`config.mk`:
```
export PLATFORM = sky130hd
export DESIGN_NAME = msg_deconverter_rx_flat
export DESIGN_NICKNAME = d
export VERILOG_FILES = /design/src/rtl/msg_deconverter_rx_if.sv /design/src/rtl/msg_deconverter_rx.sv /design/src/flat_wrapper.sv
export SDC_FILE = /design/constraint.sdc
export NUM_CORES = 1
export LEC_CHECK = 0
export ABC_AREA = 1
export CAP_MARGIN = 25
export CELL_PAD_IN_SITES_DETAIL_PLACEMENT = 0
export CELL_PAD_IN_SITES_GLOBAL_PLACEMENT = 1
export CORE_UTILIZATION = 40
export DETAILED_ROUTE_END_ITERATION = 16
export DONT_BUFFER_PORTS = 1
export PLACE_DENSITY_LB_ADDON = 0.3
export SYNTH_ARGS = -nofsm -noshare
export SYNTH_HDL_FRONTEND = slang
export SYNTH_SLANG_ARGS = --single-unit
```
`constraint.sdc`:
```
create_clock -name clk_i -period 1.25 [get_ports clk_i]
set_clock_uncertainty 0.15 [all_clocks]
set_input_delay 0.125 -clock clk_i [delete_from_list [all_inputs] [get_ports clk_i]]
set_output_delay 0.125 -clock clk_i [all_outputs]
set_load 0.02 [all_outputs]
```
`src/rtl/msg_deconverter_rx_if.sv`:
```
// Link-side bundle of the message deconverter: encoded serial input, decoded bit,
// and the word output buffer with its valid/ready handshake.
interface msg_deconverter_rx_if #(
    parameter int DATA_W = 8
);
    logic              z_i;
    logic              z_valid_i;
    logic              x_o;
    logic [DATA_W-1:0] data_o;
    logic              data_valid_o;
    logic              data_ready_i;
    logic              overflow_o;

    modport master (
        output z_i, z_valid_i, data_ready_i,
        input  x_o, data_o, data_valid_o, overflow_o
    );

    modport slave (
        input  z_i, z_valid_i, data_ready_i,
        output x_o, data_o, data_valid_o, overflow_o
    );
endinterface

```
`src/rtl/msg_deconverter_rx.sv`:
```
// Inverse of the Mealy message converter: decodes x = z ^ s from the serial stream,
// deserialises x LSB-first into DATA_W-bit words and holds them in a one-word buffer.
module msg_deconverter_rx #(
    parameter  int DATA_W = 8,
    localparam int CNT_W  = $clog2(DATA_W)
) (
    input  logic                 clk_i,
    input  logic                 rstn_i,
    input  logic                 clr_i,
    msg_deconverter_rx_if.slave  bus
);
    typedef enum logic {
        S_EVEN = 1'b0,
        S_ODD  = 1'b1
    } state_t;

    localparam logic [CNT_W-1:0] LAST_CNT = CNT_W'(DATA_W - 1);

    state_t            state_reg, state_next;
    logic              x_bit;
    logic [CNT_W-1:0]  cnt_reg, cnt_next;
    logic [DATA_W-1:0] shift_reg, shift_in;
    logic [DATA_W-1:0] data_reg, data_next;
    logic              data_valid_reg, data_valid_next;
    logic              overflow_reg, overflow_next;
    logic              word_done;
    logic              load_word;

    // Decoder FSM: state register
    always_ff @(posedge clk_i or negedge rstn_i) begin
        if (!rstn_i) begin
            state_reg <= S_EVEN;
        end else if (clr_i) begin
            state_reg <= S_EVEN;
        end else begin
            state_reg <= state_next;
        end
    end

    // Decoder FSM: s flips whenever the decoded bit is 0, mirroring the encoder
    always_comb begin
        state_next = state_reg;
        if (bus.z_valid_i && !x_bit) begin
            state_next = (state_reg == S_EVEN) ? S_ODD : S_EVEN;
        end
    end

    // Decoder FSM: Mealy output
    always_comb begin
        x_bit = bus.z_i ^ (state_reg == S_ODD);
    end

    assign bus.x_o = x_bit;

    // New bit enters at the MSB so the first bit of a word ends up at bit 0
    genvar gi;
    generate
        for (gi = 0; gi < DATA_W - 1; gi++) begin : g_shift
            assign shift_in[gi] = shift_reg[gi+1];
        end
    endgenerate
    assign shift_in[DATA_W-1] = x_bit;

    assign word_done = bus.z_valid_i && (cnt_reg == LAST_CNT);
    assign load_word = word_done && (!data_valid_reg || bus.data_ready_i);

    always_comb begin
        cnt_next        = cnt_reg;
        data_next       = data_reg;
        data_valid_next = data_valid_reg;
        overflow_next   = overflow_reg;
        if (bus.z_valid_i) begin
            cnt_next = (cnt_reg == LAST_CNT) ? '0 : cnt_reg + CNT_W'(1);
        end
        if (load_word) begin
            data_next       = shift_in;
            data_valid_next = 1'b1;
        end else if (data_valid_reg && bus.data_ready_i) begin
            data_valid_next = 1'b0;
        end
        // A full, unaccepted buffer drops the word; alignment is kept by the counter
        if (word_done && !load_word) begin
            overflow_next = 1'b1;
        end
    end

    always_ff @(posedge clk_i or negedge rstn_i) begin
        if (!rstn_i) begin
            cnt_reg        <= '0;
            shift_reg      <= '0;
            data_reg       <= '0;
            data_valid_reg <= 1'b0;
            overflow_reg   <= 1'b0;
        end else if (clr_i) begin
            cnt_reg        <= '0;
            shift_reg      <= '0;
            data_reg       <= '0;
            data_valid_reg <= 1'b0;
            overflow_reg   <= 1'b0;
        end else begin
            cnt_reg        <= cnt_next;
            if (bus.z_valid_i) begin
                shift_reg <= shift_in;
            end
            data_reg       <= data_next;
            data_valid_reg <= data_valid_next;
            overflow_reg   <= overflow_next;
        end
    end

    assign bus.data_o       = data_reg;
    assign bus.data_valid_o = data_valid_reg;
    assign bus.overflow_o   = overflow_reg;
endmodule

```
`src/flat_wrapper.sv`:
```
// flat-port wrapper written by rule: the top's interface ports become plain ports
module msg_deconverter_rx_flat 
#(
    parameter  int DATA_W = 8,
    localparam int CNT_W  = $clog2(DATA_W)
)
  (clk_i, rstn_i, clr_i, bus_z_i, bus_z_valid_i, bus_data_ready_i, bus_x_o, bus_data_o, bus_data_valid_o, bus_overflow_o);
  msg_deconverter_rx_if #(.DATA_W(DATA_W)) bus_i ();
  input  logic clk_i;
  input  logic rstn_i;
  input  logic clr_i;
  input wire logic [$bits(bus_i.z_i)-1:0] bus_z_i;
  input wire logic [$bits(bus_i.z_valid_i)-1:0] bus_z_valid_i;
  input wire logic [$bits(bus_i.data_ready_i)-1:0] bus_data_ready_i;
  output wire logic [$bits(bus_i.x_o)-1:0] bus_x_o;
  output wire logic [$bits(bus_i.data_o)-1:0] bus_data_o;
  output wire logic [$bits(bus_i.data_valid_o)-1:0] bus_data_valid_o;
  output wire logic [$bits(bus_i.overflow_o)-1:0] bus_overflow_o;
  assign bus_i.z_i = bus_z_i;
  assign bus_i.z_valid_i = bus_z_valid_i;
  assign bus_i.data_ready_i = bus_data_ready_i;
  assign bus_x_o = bus_i.x_o;
  assign bus_data_o = bus_i.data_o;
  assign bus_data_valid_o = bus_i.data_valid_o;
  assign bus_overflow_o = bus_i.overflow_o;
  msg_deconverter_rx #(.DATA_W(DATA_W)) u_core (.clk_i(clk_i), .rstn_i(rstn_i), .clr_i(clr_i), .bus(bus_i));
endmodule
```
# After elaboration in Yosys (flattened, before gate mapping)

Cells that the tools add are included.
W data, S select, Z words.

Reduce and logical (&&, ||, !) cells: 14
Bitwise logic cells: 1
Mux-type cells: 15
Equal/unequal tests: 1
Add/subtract/negate cells: 1

Operator list:

| kind                  | count |
|---|---|
| $mux W8               | 4 |
| $mux W3               | 3 |
| $mux W1               | 8 |
| $reduce_bool A2 Y1    | 4 |
| $logic_and A1 B1 Y1   | 5 |
| $add A3 B1 Y3 const B | 1 |
| $eq A3 B3 Y1 const B  | 1 |
| $logic_not A1 Y1      | 3 |
| $reduce_bool A3 Y1    | 1 |
| $logic_or A1 B1 Y1    | 1 |
| $xor A1 B1 Y1         | 1 |

Word-level logic and storage cells: 38
Register bits after elaboration: 22

# Depth between registers and ports, before layout

Gate-level depths: netlist (run 1).

Depth after elaboration: 7
Mapped depth: 7
Depth with buffers taken out: 7

# Worst setup path after synthesis (run 1)

Ideal clock, no wire load.

Path kind: reg2reg
From: reg u_core.cnt_reg[0]
To: reg u_core.data_reg[0] (netlist: u_core.bus.data_o[0])
Stages on the path, launching flop included: 8
Arrival time: 1.148 ns
Setup time: 0.065 ns
Path slack: -0.114 ns
Data required time: 1.035 ns
Clock period less this slack: 1.364 ns
Buffers on the path: 0
Cells stage by stage: dfrtp_1 > ha_1 > ha_1 > nand2_2 > inv_1 > nand2_2 > nand3_1 > nand2_1

Longest elaborated chain between the ends: 4

RTL lines:

| element                             | line                      | RTL |
|---|---|---|
| start, declared                     | msg_deconverter_rx.sv:21  | `logic [CNT_W-1:0] cnt_reg, cnt_next;` |
| start signal, assigned              | msg_deconverter_rx.sv:101 | `cnt_reg <= cnt_next;` |
| $eq A3 B3 Y1                        | msg_deconverter_rx.sv:64  | `assign word_done = bus.z_valid_i && (cnt_reg == LAST_CNT);` |
| $logic_and A1 B1 Y1                 | msg_deconverter_rx.sv:64  |  |
| $logic_and A1 B1 Y1                 | msg_deconverter_rx.sv:65  | `assign load_word = word_done && (!data_valid_reg \|\| bus.data_ready_i);` |
| $reduce_bool A2 Y1 (no source line) | --                        |  |
| end signal, assigned                | msg_deconverter_rx.sv:105 | `data_reg <= data_next;` |
| end, declared                       | msg_deconverter_rx.sv:23  | `logic [DATA_W-1:0] data_reg, data_next;` |

No other way between the ends.
A chain may end at the register's enable or synchronous reset.

# Worst setup path in the final report (run 1)

From: reg u_core.cnt_reg[1]
To: reg u_core.data_reg[1] (netlist: u_core.bus.data_o[1])

The elaborated chain is that of the path after synthesis.

==> impl_metrics.toml, run 1 <==
[setup_path]
path_class = "reg -> reg"
arrival_ns = 1.47
endpoint_kind = "register"
slowest_delay_ns = 0.41
crit_path_top_delay_cell = "dfrtp_1"
path_cells = "ha_2 > ha_4 > nand2_4 > inv_2 > nand2_4 > nand3_1 > nand2_1"
cp-start-kind = "register"
cpMostUsedCell = "nand2_4"
worstPathRequired_ns = 1.35
critPathMaxFanout = 8

[grt]
grt_max_degree = 28
antenna_found_initial = 0
gr-total-overflow = 0
grt_pass1_wl_mm = 3.22
grt_usage = 0.173
grt_pass1_vias = 732

[layout]
largest_register_ffs = 8
diodes = 0
regArea_sq_um = 527
nNetsFinal = 125
multiInputGateArea_sq_um = 370
final_cells = 143
fill_cells = 202
drive_gt1_frac = 0.250
area_growth_pct = 27.5

[routing]
ant_nets = 0
routed_wl_mm = 1.86
wl_per_cell_um = 13.0
drtIter0Drc = 9
vias = 721
via_per_inst = 5.04
drc = 0
firstDrtPassIters = 4

[synthesis]
synthCells = 98
synth_area_leaders = "dfrtp_1 (59%), nand3_1 (13%), nand2_1 (11%)"
yosys.area.top_type = "dfrtp_1"
synth_fp_nets = 106
synth_top_area_frac = 0.587
syn_area_per_cell_sq_um = 9.14
synth-seq-cells = 21
ys_seq_area_frac = 0.587
yosysWarnings = 0
synth_top_family_by_area = "simple AND/OR/NAND/NOR gates"
muxShareOfSynthArea = 0
synth-xor-area-share = 0
syn_area_sq_um = 896
synth_simple_gate_area_share = 0.265
synth_fa_ha_area_frac = 0.0279
synthDistinctLibCells = 12
synth_compound_area_frac = 0.0740

[place]
place.gp.congestion = 0.674
dp_cells = 126
hpwl_mm = 1.14
placement.io_buffers = 0

[pwr]
ir_worst_vdd_uv = 541
power.leakage_nw = 0.580
cellPowerDensity_nw_per_um2 = 1010

[die]
dieWidth_um = 49.3
die_y_um = 49.3
rows = 16
io-pin-count = 17
dieArea_sq_um = 2430
initial_core_util = 0.439
core-area_sq_um = 2040

[timing]
grt_setup_unrepaired = "yes"
hold-worst-slack_ns = -0.238
final-hold-violation-count = 18
fmax_ghz = 0.731
setup_ws_ns = -0.118
fin_crit_sh = 1.09
fin_setup_tns_ns = -1.01
max_slew.worst_pin.slew_ns = 0.412
period_minus_slack_ns = 1.37
slew_headroom = 0.725
setup_viol = 11
finalMaxSlewViolations = 0

[clocking]
htreeDepth = 1
clk_path_buf_depth = 2
clk_latency_ns = 0.30
cts_tree = "built"
cts.sinks = 21
cts.clk_slew.worst_paths_ns = 0.12
cts_buffers = 3
cts_root_buffer = "clkbuf_4"

[outcome]
status = "finished, violations left"
violations = "hold timing, setup timing"

[min_path]
hp-class = "in -> reg"

[run]
cap_violations = 0
[cell usage after synthesis]
cell type,n
nand2_1,26
nand3_1,24
dfrtp_1,21
o21ai_0,7
inv_1,6
a21oi_1,3
buf_2,3
ha_1,2
nand2_2,2
nor2_1,2
a21oi_4,1
inv_2,1
[repair_timing]
item,in CTS,in global routing
hold endpoints to repair,42,18
setup endpoints to repair,10,14
gates resized for setup,2,7
buffers inserted,5,2
pin swaps,6,6
hold buffers,5,1
[report_power, final]
part	switching, mW	total, mW	internal [mW]
clock	0.212	0.332	0.119
combinational	0.0639	0.123	0.0595
sequential	0.00814	0.699	0.691
total	0.284	1.15	0.870
[path summary, 6_finish.rpt]
kind,from,to,slack [ns],cells after the start
max,u_core.cnt_reg[1]$_DFFE_PN0P_,u_core.bus.data_o[1]$_DFFE_PN0P_,-0.12,7
min,bus_z_valid_i,u_core.shift_reg[6]$_DFFE_PN0P_,-0.24,1
max reg2reg,u_core.cnt_reg[1]$_DFFE_PN0P_,u_core.bus.data_o[1]$_DFFE_PN0P_,-0.12,7
min reg2reg,u_core.cnt_reg[1]$_DFFE_PN0P_,u_core.cnt_reg[1]$_DFFE_PN0P_,0.35,2
max in group asynchronous,rstn_i,u_core.bus.data_valid_o$_DFFE_PN0P_,0.15,3
min in group asynchronous,rstn_i,u_core.bus.data_o[0]$_DFFE_PN0P_,0.44,2
[per-stage QoR]
stage | instance area [sq um] | power (mW) | hold slack, ns | util | setup WS, ns
after floorplan | 921 | 0.759 | -0.321 | - | -0.0111
after global placement | 970 | 0.774 | -0.320 | 0.475 | -0.0943
after detailed placement | 970 | 0.775 | -0.320 | 0.475 | -0.119
after CTS | 1090 | 1.15 | -0.242 | 0.534 | -0.139
after global routing | 1140 | 1.20 | -0.243 | 0.559 | -0.206
final | 1140 | 1.15 | -0.238 | 0.559 | -0.118
[kinds of logic after synthesis]
family                   after synthesis
AND/OR/NAND/NOR                       54
flip-flops                            21
AO/OA/AOI/OAI                         11
buffers and inverters                 10
adder cells (fa/ha/maj)                2
[placed cells by master, fill, tap and decap left out, drive strengths merged, types with 3 or more instances in the layout]
cell type	Yosys	layout
clkbuf	0	3
dlygate4sd3	0	6
nand3	24	24
nand2	28	28
a21oi	4	4
dfrtp	21	21
o21ai	7	7
buf	3	11
inv	7	7
[routing by layer]
layer | global-route usage | vias up | share of wire
li1 | - | 359 | -
met5 | 0 | - | 0
met1 | 0.209 | 346 | 0.49
met4 | 0.0588 | 0 | 0.0065
met3 | 0.0343 | 2 | 0.035
met2 | 0.301 | 14 | 0.46
[layout make-up]
class,instances,area share
Tap cell,27,0.0296
Multi-Input combinational cell,67,0.324
Clock inverter,1,0.00438
Sequential cell,21,0.461
Timing Repair Buffer,17,0.138
Clock buffer,3,0.0197
Inverter,7,0.0230
[worst max-delay path, delay by kind of cell (launching register included)]
kind,cells,cell delay [ns]
adder cells (fa/ha/maj),2,0.36
buffers and inverters,1,0.05
flip-flops,1,0.41
AND/OR/NAND/NOR,4,0.35
No activity file was read; power rests on OpenSTA's default activity.
==> inputs of run 2 (changes only) <==
--- a/config.mk
+++ b/config.mk
@@ -13,6 +13,7 @@
 export DETAILED_ROUTE_END_ITERATION = 16
 export DONT_BUFFER_PORTS = 1
 export PLACE_DENSITY_LB_ADDON = 0.3
+export REMOVE_ABC_BUFFERS = 1
 export SYNTH_ARGS = -nofsm -noshare
 export SYNTH_HDL_FRONTEND = slang
 export SYNTH_SLANG_ARGS = --single-unit
==> run 2 against run 1 <==
Effect of this change:
- the run still ends with hold timing, setup timing left
- via count increased by 4.6%
- combinational power decreased by 6%
- cell area increased by 3.7%
- critical endpoint is now u_core.bus.data_o[7]$_DFFE_PN0P_
- largest power group unchanged
==> impl_metrics.toml, run 2 (synthesis results as in run 1) <==
[place]
placement.io_buffers = 0
pre_cts_slack_ns = -0.240
dpl_cell_area_sq_um = 960
place.gp.congestion = 0.682
hpwl_mm = 1.19

[die]
core-area_sq_um = 2040
initial_core_util = 0.439
dieWidth_um = 49.3
dieArea_sq_um = 2430
die_y_um = 49.3
io-pin-count = 17
rows = 16

[grt]
use_met1 = 0.198
grt_pass1_wl_mm = 3.17
grt_usage = 0.171
grt_max_degree = 28
met2_usage = 0.311
grt_most_used_layer = "met2"
grt_pass1_vias = 739
globalRouteMet3Util = 0.0623
antenna_found_initial = 0
gr-total-overflow = 0

[setup_path]
path_class = "reg -> reg"
crit_path_top_delay_cell = "dfrtp_1"
critPathMaxFanout = 8
cp-start-kind = "register"
slowest_delay_ns = 0.37
worstPathRequired_ns = 1.35
endpoint_kind = "register"
path_cells = "ha_2 > ha_4 > nand2_4 > a21oi_4 > buf_12 > nand3_1 > nand2_1"
arrival_ns = 1.50

[layout]
largest_register_ffs = 8
diodes = 0
regArea_sq_um = 526
layout_commonest_cell = "nand2_1"
mostFrequentLayoutCells = "nand2_1 (23), dfrtp_1 (21), nand3_1 (15)"
area_growth_pct = 32.3
fill_cells = 199
nNetsFinal = 125
drive_gt1_frac = 0.328
fin_area_sq_um = 1180
multiInputGateArea_sq_um = 413

[clocking]
cts.sinks = 21
cts_root_buffer = "clkbuf_4"
htreeDepth = 1
clk_latency_ns = 0.30
cts.clk_slew.worst_paths_ns = 0.12
cts_buffers = 3
clk_path_buf_depth = 2
cts_tree = "built"
cts_hold_buf = 5

[routing]
via_per_inst = 5.27
firstDrtPassIters = 4
ant_nets = 0
drc = 0
vias = 754
wl_per_cell_um = 13.0
routed_wl_mm = 1.86
drtIter0Drc = 4

[pwr]
power.leakage_nw = 0.595
cellPowerDensity_nw_per_um2 = 964
ir_worst_vdd_uv = 836

[timing]
grt_setup_unrepaired = "yes"
setup_ws_ns = -0.145
slew_headroom = 0.383
fmax_ghz = 0.717
period_minus_slack_ns = 1.40
fin_crit_sh = 1.12
finalMaxSlewViolations = 0
setup_viol = 11
fin_setup_tns_ns = -1.34
max_slew.worst_pin.slew_ns = 0.925
final-hold-violation-count = 32
hold-worst-slack_ns = -0.241

[outcome]
violations = "hold timing, setup timing"
status = "finished, violations left"

[min_path]
hp-class = "in -> reg"

[run]
cap_violations = 0
==> run 2: changes by cell type in the layout (fill, tap and decap cells not counted), moves of 2 or more <==
cell | before | now
dlygate4sd3_1 | 6 | 4
a21oi_2 | 3 | 1
a21oi_1 | 0 | 2
nand3_2 | 0 | 9
buf_4 | 8 | 10
nand3_1 | 24 | 15
==> run 2: cell type report <==
type | instances | area share
Sequential cell | 21 | 0.444
Tap cell | 27 | 0.0285
Clock inverter | 1 | 0.00422
Timing Repair Buffer | 17 | 0.134
Clock buffer | 3 | 0.0190
Multi-Input combinational cell | 67 | 0.348
Inverter | 7 | 0.0222
==> run 2: critical path, delay by kind of cell, from the launching register on <==
| kind | cells | cell delay (ns) |
|---|---|---|
| simple gates | 3 | 0.21 |
| fa+ha+maj | 2 | 0.33 |
| flops | 1 | 0.37 |
| buf+inv | 1 | 0.14 |
| compound gates | 1 | 0.14 |
==> run 2: path summary, 6_finish.rpt <==
check | start | to | slack [ns] | depth (start not counted)
max | u_core.cnt_reg[1]$_DFFE_PN0P_ | u_core.bus.data_o[7]$_DFFE_PN0P_ | -0.15 | 7
max reg2reg | u_core.cnt_reg[1]$_DFFE_PN0P_ | u_core.bus.data_o[7]$_DFFE_PN0P_ | -0.15 | 7
min in group asynchronous | rstn_i | u_core.bus.data_o[0]$_DFFE_PN0P_ | -0.14 | 1
max in group asynchronous | rstn_i | u_core.shift_reg[7]$_DFFE_PN0P_ | 0.52 | 1
min reg2reg | u_core.shift_reg[1]$_DFFE_PN0P_ | u_core.shift_reg[1]$_DFFE_PN0P_ | 0.38 | 2
min | bus_z_valid_i | u_core.shift_reg[4]$_DFFE_PN0P_ | -0.24 | 1
==> run 2: power by group <==
part,total [mW],internal [mW],switching (mW)
clock,0.326,0.119,0.207
sequential,0.700,0.691,0.00912
combinational,0.116,0.0522,0.0638
total,1.14,0.863,0.280
==> run 2: timing repair <==
| item | 4_1_cts | 5_1_grt |
|---|---|---|
| endpoints found under the setup margin | 11 | 33 |
| hold endpoints to repair | 42 | 31 |
| setup buffers | 3 | 3 |
| resized for setup | 11 | 12 |
| pin swaps | 4 | 14 |
==> run 2: per-layer routing <==
metal / wire length (um) / up-vias / part of all wire
met5: 0 / - / 0
met4: 10 / 0 / 0.0054
met3: 70 / 2 / 0.038
met2: 961 / 14 / 0.52
met1: 818 / 377 / 0.44
li1: - / 361 / -
==> run 2: stage by stage <==
stage                     total power [mW]  std cells   util
after floorplan                      0.750         95      -
after global placement               0.773        128  0.470
after detailed placement             0.775        128  0.470
after CTS                             1.14        140  0.542
after global routing                  1.20        143  0.580
final                                 1.14        143  0.580
